File: src/rtl/id_stage_hz.sv
// ID stage: decode, register file with write-through, load-use stall,
// flush bubble and ID/EX pipeline register.
module id_stage_hz #(
  parameter int unsigned  PC_SIZE  = 10,
  parameter int unsigned  XLEN     = 8,
  parameter int unsigned  NUM_REGS = 32,
  localparam int unsigned RA_W     = $clog2(NUM_REGS)
) (
  input  logic               clock,
  input  logic               reset,
  input  logic [PC_SIZE-1:0] PC_in,
  input  logic [31:0]        instruction,
  input  logic               in_valid,
  input  logic               flush,
  input  logic               ex_mem_read,
  input  logic [RA_W-1:0]    ex_rd,
  input  logic               wb_write_en,
  input  logic [RA_W-1:0]    wb_reg,
  input  logic [XLEN-1:0]    wb_data,
  output logic               stall,
  output logic [RA_W-1:0]    rs1,
  output logic [RA_W-1:0]    rs2,
  output logic               id_valid,
  output logic               reg_write,
  output logic               branch,
  output logic               mem_read,
  output logic               mem_to_reg,
  output logic               mem_write,
  output logic               alu_src,
  output logic [1:0]         alu_op,
  output logic               illegal,
  output logic [RA_W-1:0]    rd_out,
  output logic [PC_SIZE-1:0] PC_out,
  output logic [XLEN-1:0]    read_data1,
  output logic [XLEN-1:0]    read_data2,
  output logic [11:0]        immediate,
  output logic [9:0]         funct
);

  localparam logic [6:0] OP_R      = 7'b0110011;
  localparam logic [6:0] OP_I      = 7'b0010011;
  localparam logic [6:0] OP_LOAD   = 7'b0000011;
  localparam logic [6:0] OP_STORE  = 7'b0100011;
  localparam logic [6:0] OP_BRANCH = 7'b1100011;

  logic [6:0]      opcode;
  logic            dec_reg_write, dec_alu_src, dec_mem_read, dec_mem_to_reg;
  logic            dec_mem_write, dec_branch, dec_illegal, rs2_used;
  logic [1:0]      dec_alu_op;
  logic [11:0]     dec_imm;
  logic [XLEN-1:0] opnd1, opnd2;
  logic [XLEN-1:0] rf_q [NUM_REGS];

  logic               id_valid_q, id_valid_d;
  logic               reg_write_q, reg_write_d;
  logic               branch_q, branch_d;
  logic               mem_read_q, mem_read_d;
  logic               mem_to_reg_q, mem_to_reg_d;
  logic               mem_write_q, mem_write_d;
  logic               alu_src_q, alu_src_d;
  logic [1:0]         alu_op_q, alu_op_d;
  logic               illegal_q, illegal_d;
  logic [RA_W-1:0]    rd_q, rd_d;
  logic [PC_SIZE-1:0] pc_q, pc_d;
  logic [XLEN-1:0]    rdata1_q, rdata1_d;
  logic [XLEN-1:0]    rdata2_q, rdata2_d;
  logic [11:0]        imm_q, imm_d;
  logic [9:0]         funct_q, funct_d;

  assign opcode = instruction[6:0];
  assign rs1    = instruction[15 +: RA_W];
  assign rs2    = instruction[20 +: RA_W];

  // Opcode to control/immediate decode
  always_comb begin
    dec_reg_write  = 1'b0;
    dec_alu_src    = 1'b0;
    dec_mem_read   = 1'b0;
    dec_mem_to_reg = 1'b0;
    dec_mem_write  = 1'b0;
    dec_branch     = 1'b0;
    dec_alu_op     = 2'b00;
    dec_illegal    = 1'b0;
    rs2_used       = 1'b0;
    dec_imm        = 12'h000;
    case (opcode)
      OP_R: begin
        dec_reg_write = 1'b1;
        dec_alu_op    = 2'b10;
        rs2_used      = 1'b1;
      end
      OP_I: begin
        dec_reg_write = 1'b1;
        dec_alu_src   = 1'b1;
        dec_alu_op    = 2'b10;
        dec_imm       = instruction[31:20];
      end
      OP_LOAD: begin
        dec_reg_write  = 1'b1;
        dec_alu_src    = 1'b1;
        dec_mem_read   = 1'b1;
        dec_mem_to_reg = 1'b1;
        dec_imm        = instruction[31:20];
      end
      OP_STORE: begin
        dec_alu_src   = 1'b1;
        dec_mem_write = 1'b1;
        rs2_used      = 1'b1;
        dec_imm       = {instruction[31:25], instruction[11:7]};
      end
      OP_BRANCH: begin
        dec_branch = 1'b1;
        dec_alu_op = 2'b01;
        rs2_used   = 1'b1;
        dec_imm    = {instruction[31], instruction[7], instruction[30:25], instruction[11:8]};
      end
      default: dec_illegal = 1'b1;
    endcase
  end

  // Operand read: x0 reads zero, same-cycle write-back bypasses the array
  always_comb begin
    opnd1 = '0;
    opnd2 = '0;
    if (rs1 != '0) opnd1 = (wb_write_en && wb_reg == rs1) ? wb_data : rf_q[rs1];
    if (rs2 != '0) opnd2 = (wb_write_en && wb_reg == rs2) ? wb_data : rf_q[rs2];
  end

  // Flush kills the decode, so it also masks the load-use stall
  assign stall = in_valid & ~flush & ex_mem_read & (ex_rd != '0) &
                 ((ex_rd == rs1) | ((ex_rd == rs2) & rs2_used));

  always_ff @(posedge clock) begin
    if (!reset) begin
      for (int unsigned i = 0; i < NUM_REGS; i++) rf_q[i] <= '0;
    end else if (wb_write_en && wb_reg != '0) begin
      rf_q[wb_reg] <= wb_data;
    end
  end

  // ID/EX next state: bubble unless a live, unstalled instruction is present
  always_comb begin
    id_valid_d   = 1'b0;
    reg_write_d  = 1'b0;
    branch_d     = 1'b0;
    mem_read_d   = 1'b0;
    mem_to_reg_d = 1'b0;
    mem_write_d  = 1'b0;
    alu_src_d    = 1'b0;
    alu_op_d     = 2'b00;
    illegal_d    = 1'b0;
    rd_d         = '0;
    pc_d         = '0;
    rdata1_d     = '0;
    rdata2_d     = '0;
    imm_d        = 12'h000;
    funct_d      = 10'h000;
    if (in_valid && !flush && !stall) begin
      id_valid_d   = 1'b1;
      reg_write_d  = dec_reg_write;
      branch_d     = dec_branch;
      mem_read_d   = dec_mem_read;
      mem_to_reg_d = dec_mem_to_reg;
      mem_write_d  = dec_mem_write;
      alu_src_d    = dec_alu_src;
      alu_op_d     = dec_alu_op;
      illegal_d    = dec_illegal;
      rd_d         = instruction[7 +: RA_W];
      pc_d         = PC_in;
      rdata1_d     = opnd1;
      rdata2_d     = opnd2;
      imm_d        = dec_imm;
      funct_d      = {instruction[31:25], instruction[14:12]};
    end
  end

  always_ff @(posedge clock) begin
    if (!reset) begin
      id_valid_q   <= 1'b0;
      reg_write_q  <= 1'b0;
      branch_q     <= 1'b0;
      mem_read_q   <= 1'b0;
      mem_to_reg_q <= 1'b0;
      mem_write_q  <= 1'b0;
      alu_src_q    <= 1'b0;
      alu_op_q     <= 2'b00;
      illegal_q    <= 1'b0;
      rd_q         <= '0;
      pc_q         <= '0;
      rdata1_q     <= '0;
      rdata2_q     <= '0;
      imm_q        <= 12'h000;
      funct_q      <= 10'h000;
    end else begin
      id_valid_q   <= id_valid_d;
      reg_write_q  <= reg_write_d;
      branch_q     <= branch_d;
      mem_read_q   <= mem_read_d;
      mem_to_reg_q <= mem_to_reg_d;
      mem_write_q  <= mem_write_d;
      alu_src_q    <= alu_src_d;
      alu_op_q     <= alu_op_d;
      illegal_q    <= illegal_d;
      rd_q         <= rd_d;
      pc_q         <= pc_d;
      rdata1_q     <= rdata1_d;
      rdata2_q     <= rdata2_d;
      imm_q        <= imm_d;
      funct_q      <= funct_d;
    end
  end

  assign id_valid   = id_valid_q;
  assign reg_write  = reg_write_q;
  assign branch     = branch_q;
  assign mem_read   = mem_read_q;
  assign mem_to_reg = mem_to_reg_q;
  assign mem_write  = mem_write_q;
  assign alu_src    = alu_src_q;
  assign alu_op     = alu_op_q;
  assign illegal    = illegal_q;
  assign rd_out     = rd_q;
  assign PC_out     = pc_q;
  assign read_data1 = rdata1_q;
  assign read_data2 = rdata2_q;
  assign immediate  = imm_q;
  assign funct      = funct_q;

endmodule

File: config.mk
export PLATFORM = sky130hd
export DESIGN_NAME = id_stage_hz
export DESIGN_NICKNAME = d
export VERILOG_FILES = /design/src/rtl/id_stage_hz.sv
export SDC_FILE = /design/constraint.sdc
export NUM_CORES = 1
export LEC_CHECK = 0
export CORE_MARGIN = 2
export CORE_UTILIZATION = 40
export DETAILED_ROUTE_END_ITERATION = 8
export PLACE_DENSITY = 0.68
export SYNTH_ARGS = -nofsm -noshare
export SYNTH_HDL_FRONTEND = slang
export SYNTH_SLANG_ARGS = --single-unit
File: constraint.sdc
create_clock -name clock -period 2.86 [get_ports clock]
set_clock_uncertainty 0.05 [all_clocks]
set_input_delay 0.572 -clock clock [delete_from_list [all_inputs] [get_ports clock]]
set_output_delay 0.572 -clock clock [all_outputs]
set_load 0.01 [all_outputs]
==> results of run 1 <==
[Yosys cell counts, drive strengths merged, types with 8 or more instances]
master,n,share of area
nand2,28,0.0064
nor3,15,0.0046
o22ai,8,0.0031
and2,286,0.11
mux4,84,0.12
nor2,46,0.011
clkbuf,62,0.014
buf,50,0.020
dfxtp,62,0.076
edfxtp,256,0.47
a21oi,8,0.0031
a221oi,15,0.0080
mux2i,97,0.059
nand4,9,0.0034
a32o,8,0.0049
nor2b,11,0.0042
o211a,8,0.0049
inv,9,0.0021
o21ai,48,0.015
xnor2,13,0.0069
a22oi,39,0.018
[how the worst min path moves through the flow]
stage,to,cells after the start,slack [ns],from
2_1_floorplan,mem_to_reg$_SDFF_PN0_,1,0.60,instruction[4]
3_3_place_gp,read_data2[1]$_SDFF_PN0_,4,0.82,rf_q[12][1]$_SDFFCE_PN0P_
3_5_place_dp,read_data2[1]$_SDFF_PN0_,4,0.84,rf_q[12][1]$_SDFFCE_PN0P_
4_1_cts,PC_out[1]$_SDFF_PN0_,2,0.54,PC_in[1]
5_1_grt,PC_out[9]$_SDFF_PN0_,2,0.56,PC_in[9]
6_report,PC_out[1]$_SDFF_PN0_,2,0.56,PC_in[1]
[cell families after synthesis]
logic type      after synthesis
simple gates                441
flops                       318
mux                         184
compound gates              161
buf+inv                     121
xor+xnor                     20
other cells                   1
[per-stage QoR]
step | TNS (ns) | total power, mW | instances
after floorplan | 0 | 6.14 | 1253
after detailed placement | -2.58 | 6.79 | 1951
after global placement | -2.00 | 6.77 | 1951
final | 0 | 11.3 | 2014
after CTS | 0 | 11.3 | 2013
after global routing | 0 | 11.6 | 2014
[critical path: stages]
cell,delay (ns)
clkdlybuf4s50_1,0.42
and4bb_2,0.32
nand3_2,0.09
or4_4,0.50
nand2_2,0.10
buf_2,0.13
[power breakdown]
part	internal, mW	leakage (nW)	switching [mW]
logic	0.633	3.97	0.705
registers	5.22	2.94	0.155
clock network	2.69	0.558	1.86
total	8.55	7.46	2.72
[per-layer routing]
layer	GRT usage	share of wire	wire length, um
met5	0	0	0
met4	0.0811	0.034	1680
met3	0.0364	0.096	4810
met2	0.398	0.49	24400
met1	0.305	0.38	19100
[cell type report]
| cell class | count | area (um^2) |
|---|---|---|
| flip-flops and latches | 318 | 8930 |
| multi-input cells | 814 | 6910 |
| clock buffers | 43 | 936 |
| repair buffers | 279 | 2510 |
| well taps | 532 | 666 |
| clock inverters | 19 | 201 |
| inverters | 9 | 33.8 |
| fillers | 3475 | 20500 |
[repair_timing]
action / in CTS / in global routing
pin swaps: 2 / 1
gates cloned: 0 / 0
resized for setup: 11 / 5
setup endpoints to repair: 1 / 1
setup buffers: 0 / 1
==> metrics.txt, run 1 <==
run status completed; RSZ-0062 raised after global routing false; fraction of synthesized cell area in xor and xnor cells 0.0107; CORE AREA 40600 um^2; Setup WS pre-CTS -0.481 ns; FF-to-FF Start rf_q[26][3]$_SDFFCE_PN0P_; Leak 7.46 nW; vias in the first global route 11.6k; Vias/cell 5.75; clock tree root buffer cell clkbuf_16; largest net degree at the start of global routing 93; complex-gate fraction of the synthesized area 0.0695; first-pass GRT wire length 73200 um; Final period util 0.963; CP endpoint kind output port; clk sinks 318; Layout Area Growth over Synthesis 23.3%; Die Footprint 42600 um^2; CP Max Fanout 2; Worst Max-Slew Pin Slew 0.785 ns; Post-Synth Adder-Cell Area 0; r2r worst-path depth 6; crit path time final 2.75 ns; layout cells sized above 1 0.206; mux cell area share after synthesis 0.177; Simple-Gate Fraction of Synth Area 0.162; GRT Util Overall 0.234; io pins 140; mean post-synth cell area 13.1 um^2; CP Launch Type primary input; maximum VDD drop 0.000319 V; initial antenna violation count 0; largest family of logic cells by synthesized area multiplexers; vias 11.6k; Worst-Skew Late Latency 0.53 ns; DRT iter0 DRCs 1032; Final Max Tran Viols 0; Fin. Hold Viols 0; starting density of the core 0.403; fin util 0.497; DRC errors left 0; CP startpoint instruction[3]; Avg WL per Cell 24.8 um; DIE WIDTH 206 um; ys flop type edfxtp_1; detailed placement HPWL 35500 um; number of flip-flops in the largest register 256; CTS max path bufs 3; Post-synth EDFFs 256; CTS tree done; CTS Buf Count 35; DRT Pass-1 Iters 5; R2R setup slack 0.80 ns; Routability Congestion 0.920; Top reg by flops rf_q; Hold WC Path Type in2reg; most frequent cells in the layout 285 x and2_1, 256 x edfxtp_1, 135 x buf_4; Fmax 363 MHz; Crit path arrival time 2.13 ns; Worst R2R End read_data1[3]$_SDFF_PN0_; Routed Antenna Nets 0; port bufs 139; Async SR Flop Fraction 0; # setup viols final 0; Worst-path clk slew 0.05 ns; commonest non-fill, non-tap cell in the layout and2_1; FP Rows 74; worst rel slew slack 0.475; Cells after Synth 1246; crit path kind in2out; H-tree levels 2; Hold-fix buffers, CTS 0; WHS 0.563 ns; Pwr Density 558 nW/um^2; WP data required 2.24 ns; Cell variety after synth 60; Max Cap Violations 0; layout net count 1523; Post-Syn Area 16400 um^2; DIE HEIGHT 206 um; sequential area share after synthesis 0.545; dpl cell area 19000 um^2; worst setup path endpoint stall; worst setup slack after layout 0.106 ns; Yosys reg bits 318; total global routing overflow 0; Final Cell Area 20200 um^2; ANT cells 0; Syn. warnings 0; routed wire length 49900 um
(Power assumes the default switching activity.)
==> run 2, diff against run 1 <==
--- a/config.mk
+++ b/config.mk
@@ -5,6 +5,7 @@
 export SDC_FILE = /design/constraint.sdc
 export NUM_CORES = 1
 export LEC_CHECK = 0
+export ABC_AREA = 1
 export CORE_MARGIN = 2
 export CORE_UTILIZATION = 40
 export DETAILED_ROUTE_END_ITERATION = 8
==> metrics.txt, run 2 <==
most instantiated cells after synthesis 578 x nand2_1, 391 x nor2_1, 256 x edfxtp_1, 256 x nand3_1, 121 x inv_1 (was 285 x and2_1, 256 x edfxtp_1, 97 x mux2i_1); CP Launch Type primary input (unchanged); worst setup slack after layout 0.168 ns (was 0.106 ns); Routability Congestion 0.929 (was 0.920); Layout Area Growth over Synthesis 19.1% (was 23.3%); R2R setup slack 1.24 ns (was 0.80 ns); Post-synth EDFFs 256 (unchanged); detailed placement HPWL 38000 um (was 35500 um); Final Max Tran Viols 0 (unchanged); Final period util 0.941 (was 0.963); CORE AREA 42100 um^2 (was 40600 um^2); H-tree levels 2 (unchanged); Final Cell Area 20500 um^2 (was 20200 um^2); FILL cells 3949 (was 3475); maximum VDD drop 0.000348 V (was 0.000319 V); RSZ-0062 raised after global routing false (unchanged); FF-to-FF Start rf_q[24][7]$_SDFFCE_PN0P_ (was rf_q[26][3]$_SDFFCE_PN0P_); routed wire length 58700 um (was 49900 um); DIE WIDTH 211 um (was 206 um); crit path time final 2.69 ns (was 2.75 ns); Fin. Hold Viols 0 (unchanged); CTS tree done (unchanged); synth top area cells edfxtp_1 45%, nand2_1 13%, nor2_1 8.5%, nand3_1 7.5%, dfxtp_1 7.2% (was edfxtp_1 47%, mux4_2 12%, and2_1 11%, dfxtp_1 7.6%, mux2i_1 5.9%); vias 15.7k (was 11.6k); register share of total power 0.467 (was 0.477); Post-Syn Area 17200 um^2 (was 16400 um^2); Cells after Synth 2133 (was 1246); crit path kind in2out (unchanged); internal power 8.34 mW (was 8.55 mW); HP Start instruction[21] (was PC_in[1]); cell accounting for the most synthesized area edfxtp_1 (unchanged); Comb power frac 0.137 (was 0.119); clock power share 0.397 (was 0.404); dpl cell area 19300 um^2 (was 19000 um^2); Crit path arrival time 2.07 ns (was 2.13 ns); CTS Buf Count 35 (unchanged); CTS max path bufs 3 (unchanged); Syn. warnings 0 (unchanged); most frequent cells in the layout 578 x nand2_1, 390 x nor2_1, 256 x edfxtp_1 (was 285 x and2_1, 256 x edfxtp_1, 135 x buf_4); Worst Max-Slew Pin Slew 0.817 ns (was 0.785 ns); WHS 0.419 ns (was 0.563 ns); sequential area share after synthesis 0.520 (was 0.545); initial antenna violation count 0 (unchanged); Avg WL per Cell 20.8 um (was 24.8 um); Top reg by flops rf_q (unchanged); Cell variety after synth 34 (was 60); io pins 140 (unchanged); Yosys reg bits 318 (unchanged); WP data required 2.24 ns (about the same); Worst R2R End read_data2[7]$_SDFF_PN0_ (was read_data1[3]$_SDFF_PN0_); first-pass GRT wire length 86600 um (was 73200 um); r2r worst-path depth 8 (was 6); DRT Pass-1 Iters 5 (unchanged); fin util 0.485 (was 0.497); largest net degree at the start of global routing 141 (was 93); FP Rows 75 (was 74); CP Max Fanout 21 (was 2); Worst-Skew Late Latency 0.56 ns (was 0.53 ns); mean post-synth cell area 8.05 um^2 (was 13.1 um^2); Pwr Density 558 nW/um^2 (about the same); Die Footprint 44600 um^2 (was 42600 um^2); layout net count 2326 (was 1523); Routed Antenna Nets 0 (unchanged); count leader, synth nand2_1 (was and2_1); DRT iter0 DRCs 1965 (was 1032); hold-critical path endpoint immediate[1]$_SDFF_PN0_ (was PC_out[1]$_SDFF_PN0_); Vias/cell 5.56 (was 5.75); Async SR Flop Fraction 0 (unchanged); top-area cell type share of the netlist area 0.448 (was 0.469); number of flip-flops in the largest register 256 (unchanged); Worst-path clk slew 0.06 ns (was 0.05 ns); commonest non-fill, non-tap cell in the layout nand2_1 (was and2_1); Switching Share 0.270 (was 0.242); # Post-CTS Setup Buffers 0 (unchanged); run status completed (unchanged); ys flop type edfxtp_1 (unchanged); Fmax 371 MHz (was 363 MHz); DRC errors left 0 (unchanged); port bufs 139 (unchanged); clock tree root buffer cell clkbuf_16 (unchanged); worst rel slew slack 0.455 (was 0.475); Setup WS pre-CTS -0.0738 ns (was -0.481 ns); vias in the first global route 14.4k (was 11.6k); CP endpoint kind output port (unchanged); GRT Util Overall 0.260 (was 0.234); total global routing overflow 0 (unchanged); starting density of the core 0.408 (was 0.403); Max Cap Violations 0 (unchanged); Hold WC Path Type in2reg (unchanged); Switching Power 3.08 mW (was 2.72 mW); # setup viols final 0 (unchanged); clk sinks 318 (unchanged); hold path depth 3 (was 2); Leak 8.49 nW (was 7.46 nW); layout cells sized above 1 0.0976 (was 0.206); DIE HEIGHT 211 um (was 206 um); ANT cells 0 (unchanged)
-- run 2: cell types whose count changed in the layout (fill, tap and decap cells not counted), sizes merged, moves of 75 or more --
| cell | change |
|---|---|
| nand2 | +588 |
| a21oi | +75 |
| nor2 | +349 |
| mux4 | -84 |
| inv | +126 |
| nand3 | +251 |
| and2 | -286 |
| mux2i | -97 |
-- run 2: kinds of logic (layout without fill, tap and decap cells) --
family	count (synthesis)	count (layout)	synth area share
and+or+nand+nor	1300	1300	0.320
DFF	318	318	0.520
other	1	8	0.000218
xor gates and xnor gates	13	13	0.00663
buffers and inverters	288	433	0.0869
AOI/OAI and AO/OA	213	213	0.0667
-- run 2: metal layers --
metal / track usage / vias up / routed length (um)
li1: - / 7228 / -
met1: 0.353 / 7238 / 23400
met2: 0.400 / 1070 / 25400
met3: 0.0668 / 159 / 7560
met4: 0.102 / 0 / 2310
met5: 0 / - / 0
-- run 2: power groups by stage --
stage	clock, mW	sequential, mW	combinational (mW)
after CTS	4.57	5.32	1.52
after global routing	4.73	5.35	1.67
final	4.53	5.33	1.56
after floorplan	0	5.39	0.913
after detailed placement	0	5.42	1.52
after global placement	0	5.41	1.50
-- run 2: area by class of cell --
class	instances	area, um^2	area share
clock inverters	18	153	0.00746
well taps	539	674	0.0330
inverters	136	517	0.0253
flip-flops and latches	318	8930	0.437
clock buffers	44	981	0.0480
multi-input cells	1534	6790	0.332
repair buffers	235	2410	0.118
-- run 2: critical path, stage by stage --
cell	delay, ns
clkdlybuf4s50_1	0.51
buf_4	0.37
clkdlybuf4s50_1	0.61
-- run 2: repair_timing --
| item | CTS | global route |
|---|---|---|
| endpoints found under the setup margin | 1 | 1 |
| gates resized for setup | 2 | 2 |
| cloned | 0 | 0 |
| hold buffers | 0 | 0 |
-- run 2: how the worst max path moves through the flow --
stage / startpoint / to / slack, ns / cells past startpoint
3_5_place_dp: instruction[2] / stall / -0.07 / 9
3_3_place_gp: instruction[2] / stall / -0.11 / 9
2_1_floorplan: instruction[21] / stall / 0.75 / 8
5_1_grt: instruction[23] / rs2[3] / 0.13 / 3
4_1_cts: ex_rd[4] / stall / 0.02 / 9
6_report: instruction[23] / rs2[3] / 0.17 / 3
-- run 2: through the flow --
| step | instances | power (mW) | setup TNS [ns] |
|---|---|---|---|
| 2_1_floorplan | 2140 | 6.31 | 0 |
| 3_3_place_gp | 2762 | 6.91 | -0.106 |
| 3_5_place_dp | 2762 | 6.94 | -0.0738 |
| 4_1_cts | 2824 | 11.4 | 0 |
| 5_1_grt | 2824 | 11.8 | 0 |
| 6_report | 2824 | 11.4 | 0 |
